[config.mk]
export PLATFORM = sky130hd
export DESIGN_NAME = result_queue_loader
export DESIGN_NICKNAME = d
export VERILOG_FILES = /design/src/rtl/pkg_resultQueue.sv /design/src/rtl/structs.sv /design/src/rtl/result_queue_loader.sv
export SDC_FILE = /design/constraint.sdc
export NUM_CORES = 1
export LEC_CHECK = 0
export BUFFER_PORTS_ARGS = -buffer_cell sky130_fd_sc_hd__buf_2
export CAP_MARGIN = 15
export CORE_AREA = 2 2 50 76
export CTS_BUF_LIST = sky130_fd_sc_hd__clkbuf_4 sky130_fd_sc_hd__clkbuf_8
export DETAILED_ROUTE_END_ITERATION = 8
export DIE_AREA = 0 0 52 78
export PLACE_DENSITY = 0.85
export REMOVE_ABC_BUFFERS = 1
export SYNTH_ARGS = -nofsm -noshare
export SYNTH_HDL_FRONTEND = slang
export SYNTH_SLANG_ARGS = --single-unit
export TNS_END_PERCENT = 50
[constraint.sdc]
create_clock -name clk -period 1.75 [get_ports clk]
set_input_delay 0.175 -clock clk [delete_from_list [all_inputs] [get_ports clk]]
set_output_delay 0.175 -clock clk [all_outputs]
set_load 0.1 [all_outputs]
[src/rtl/pkg_resultQueue.sv]
// Result-queue shared constants.
//   WIDTH : width of one result word carried through the queue.
package pkg_resultQueue;
  parameter int unsigned WIDTH = 32;
endpackage

[src/rtl/structs.sv]
// Result-queue write-side interface bundles.
//   struct_resultQueue_Write_In  : loader -> queue (we, d)
//   struct_resultQueue_Write_Out : queue -> loader (full)
package structs;
  typedef struct packed {
    logic                              we;
    logic [pkg_resultQueue::WIDTH-1:0] d;
  } struct_resultQueue_Write_In;

  typedef struct packed {
    logic full;
  } struct_resultQueue_Write_Out;
endpackage

[src/rtl/result_queue_loader.sv]
// result_queue_loader
// Takes result words from the compute block over a valid/accepted handshake, registers each
// word and pushes it into the result queue, waiting while the queue reports full. Pushed words
// are counted per frame, and a one-cycle frame_done strobe follows every FRAME_LEN-th push.
//
// Ports:
//   clk           : clock, rising edge
//   resetn        : synchronous active-low reset
//   data_valid    : producer has a word on data (held until data_accepted)
//   data_accepted : one-cycle pulse, word on data captured this cycle
//   data          : result word from producer
//   frame_cnt     : words pushed in the current frame
//   frame_done    : one-cycle pulse after the last push of a frame
//   rqw_in        : queue write request (we, d)
//   rqw_out       : queue write status (full)
module result_queue_loader #(
  parameter int unsigned  FRAME_LEN = 16,
  localparam int unsigned CNT_W     = $clog2(FRAME_LEN + 1)
) (
  input  logic                                 clk,
  input  logic                                 resetn,
  input  logic                                 data_valid,
  output logic                                 data_accepted,
  input  logic [pkg_resultQueue::WIDTH-1:0]    data,
  output logic [CNT_W-1:0]                     frame_cnt,
  output logic                                 frame_done,
  output structs::struct_resultQueue_Write_In  rqw_in,
  input  structs::struct_resultQueue_Write_Out rqw_out
);

  typedef enum logic [2:0] {
    StReset     = 3'd0,
    StIdle      = 3'd1,
    StCapture   = 3'd2,
    StCheckFull = 3'd3,
    StPush      = 3'd4
  } state_e;

  localparam logic [CNT_W-1:0] LastCnt = CNT_W'(FRAME_LEN - 1);

  state_e                            state_q, state_d;
  logic [pkg_resultQueue::WIDTH-1:0] hold_q;
  logic [CNT_W-1:0]                  frame_cnt_q;
  logic                              frame_done_q;

  always_comb begin
    state_d = StReset;
    case (state_q)
      StReset:     state_d = StIdle;
      StIdle:      state_d = data_valid ? StCapture : StIdle;
      StCapture:   state_d = StCheckFull;
      // full can only fall while we wait: this block is the queue's only writer.
      StCheckFull: state_d = rqw_out.full ? StCheckFull : StPush;
      StPush:      state_d = StIdle;
      default:     state_d = StReset;
    endcase
    if (!resetn) begin
      state_d = StReset;
    end
  end

  // Clearing on any entry to StReset (reset or illegal encoding) keeps every output at zero
  // there. Reset also wins over a push in the same cycle: the word is written, the count is not.
  always_ff @(posedge clk) begin
    state_q      <= state_d;
    frame_done_q <= 1'b0;
    if (state_d == StReset) begin
      hold_q      <= '0;
      frame_cnt_q <= '0;
    end else begin
      if (state_q == StCapture) begin
        hold_q <= data;
      end
      if (state_q == StPush) begin
        if (frame_cnt_q == LastCnt) begin
          frame_cnt_q  <= '0;
          frame_done_q <= 1'b1;
        end else begin
          frame_cnt_q <= frame_cnt_q + 1'b1;
        end
      end
    end
  end

  always_comb begin
    data_accepted = (state_q == StCapture);
    rqw_in.we     = (state_q == StPush);
    rqw_in.d      = hold_q;
    frame_cnt     = frame_cnt_q;
    frame_done    = frame_done_q;
  end

endmodule

==> results.md <==
- Min-delay worst type: input pin to flop
- Register area share after synthesis: 0.544
- Largest net degree at the start of global routing: 38
- Setup slack, reg-to-reg: 0.36 ns
- Asr flop ratio synth: 0
- Worst setup SP type: flop
- Core box area: 3350 um^2
- Die Wd: 52 um
- Most common cell in the synthesized netlist: nand2_1
- DR DRC count: 0
- Final Setup Violations: 0
- Aggregate global routing overflow: 0
- HP Start: data[21]
- Cells on worst reg2reg path: 4
- Setup TNS: 0 ns
- Num Clock Sinks: 41
- Drt total wl: 3470 um
- Final Cell Area: 2050 um^2
- Main flop type after synthesis: dfxtp_1
- Max-slew violations: 0
- CP Launch Point: state_q[1]$_DFF_P_
- VDD IR max: 790 uV
- First-pass GRT wire length: 5350 um
- Placed Area: 1910 um^2
- Final Cycle Share: 0.941
- Layout cells sized above 1: 0.351
- RSZ-0062 raised after global routing: no
- Number of synthesis warnings: 0
- Die ar.: 4060 um^2
- Starting Density: 0.450
- Gr usage total: 0.175
- DRT iter0 DRCs: 23
- PortBufs: 75
- Netlist cell types: 29
- Leak: 0.940 nW
- Mapped Cells: 182
- Routability cong.: 0.737
- Layout Nets: 295
- Vias: 1,477
- Final WS setup: 0.104 ns
- Post-synth EDFFs: 0
- MaxCap Viol Count: 0
- HPWL after detailed placement: 2370 um
- Worst Tran Pin Value: 0.500 ns
- Hold slack final: 0.119 ns
- Antenna diodes: 0
- Slew HR: 0.669
- Total I/O pin count: 76
- Worst r2r src: state_q[1]$_DFF_P_
- Final Non-Filler Cells: 301
- Syn-to-layout area delta: 36.0%
- Maximum clock rate: 607 MHz
- Postcts setup bufs: 0
- Clock Tree Root: clkbuf_8
- Avg Cell Area, Syn: 8.29 um^2
- Die Height: 78 um
- Post-synth top cells: nand2_1 (67), dfxtp_1 (41), a21oi_1 (34)
- FP Rows: 26
- Synthesis-stage register bit count: 41
- Netlist Area Pre-Place: 1510 um^2
- Wirelength per Cell: 11.5 um
- Antenna violations before repair: 0
- Clock latency on the worst-skew pair: 0.28 ns
- Post-route ant nets: 0
- Cell accounting for the most synthesized area: dfxtp_1
- Placed cell count: 292
- Clock-pin slew on the worst setup and hold paths: 0.08 ns
- Hold Buf Count CTS: 0
- TritonCTS Buffers: 5
- Worst R2R End: hold_q[1]$_SDFFE_PN0P_
- Min Tclk post-route: 1.65 ns
- Vias per cell: 4.91
- PD cells: 1090 nW/um^2
- CP endpoint: data_accepted
- Top-area cell type share of the netlist area: 0.544
- Pre-CTS setup slack: 0.254 ns
- Final Hold Vio Count: 0
- CTS tree: yes
- Fin Clk Skew: 0.00265 ns
- H-tree depth: 2
- Crit path capture type: output pin
- CP Max Fanout: 17
- Synth top area cells: dfxtp_1 (54%), nand2_1 (17%), a21oi_1 (11%)
- Number of global-route vias before repair: 1,256
- Critical Path AT: 1.47 ns
- Outcome: finished, final reports clean
- Worst Path Required: 1.57 ns
- Clk buf depth: 2
- Setup Crit Path Kind: flop to output pin
- DRT Pass-1 Iters: 4
-- per-stage QoR --
| step | total power [W] | utilization |
|---|---|---|
| 2_1_floorplan | 0.00127 | - |
| 3_3_place_gp | 0.00136 | 0.570 |
| 3_5_place_dp | 0.00137 | 0.570 |
| 4_1_cts | 0.00225 | 0.612 |
| 5_1_grt | 0.00231 | 0.612 |
| 6_report | 0.00223 | 0.612 |
-- layout make-up --
| type | instances | area (um^2) |
|---|---|---|
| flip-flops and latches | 41 | 822 |
| repair inverters | 1 | 5.00 |
| repair buffers | 78 | 413 |
| well taps | 42 | 52.6 |
| clock inverters | 3 | 65.1 |
| multi-input cells | 127 | 606 |
| inverters | 4 | 20.0 |
| fillers | 304 | 1300 |
| clock buffers | 5 | 68.8 |
-- layout by cell type, fill, tap and decap left out, drive strengths merged, types with 2 or more instances in the layout --
cell    instances
dfxtp          41
clkinv          3
nor3            3
buf            78
a21oi          34
nor2            3
inv             3
clkbuf          5
nand2b          2
nor2b           2
bufinv          2
nand2          67
-- routing by layer --
metal	track usage	wire length [um]
met3	0.0538	253
met4	0.0632	51
met5	0	0
met2	0.316	1840
met1	0.183	1330
-- repair_timing --
action	CTS	global route
endpoints found under the setup margin	1	1
gates resized for setup	1	1
cloned	1	0
-- power by group --
| group | total, W | internal [W] | switching, W |
|---|---|---|---|
| registers | 0.000981 | 0.000963 | 0.0000182 |
| clock network | 0.000882 | 0.000566 | 0.000315 |
| logic | 0.000364 | 0.0000800 | 0.000284 |
-- cell families (layout without fill, tap and decap cells) --
logic type               after synthesis  in the layout  synth area share
buffers and inverters                 14             91            0.0564
flip-flops                            41             41             0.544
XOR/XNOR                               1              1           0.00581
adder cells (fa/ha/maj)                1              1           0.00829
multiplexers                           1              1           0.00663
AO/OA/AOI/OAI                         39             39             0.138
AND/OR/NAND/NOR                       85             85             0.241
-- state kept, by name (all words and copies together) (netlist names) --
signal,flops
frame_cnt,5
hold_q,32
state_q,3
frame_done,1
-- how the worst min path moves through the flow --
stage	endpoint	slack, ns	cells after the start
after global placement	hold_q[4]$_SDFFE_PN0P_	0.42	3
after floorplan	state_q[0]$_DFF_P_	0.29	1
final	hold_q[21]$_SDFFE_PN0P_	0.12	3
after CTS	hold_q[24]$_SDFFE_PN0P_	0.11	3
after detailed placement	hold_q[21]$_SDFFE_PN0P_	0.42	3
after global routing	hold_q[31]$_SDFFE_PN0P_	0.11	3
-- worst max-delay path, stage by stage (launching register included) --
cell and delay [ns]:
dfxtp_2 0.40, or3b_4 0.44, clkinv_4 0.15, buf_12 0.19
Power figures use the tool's default switching activity.
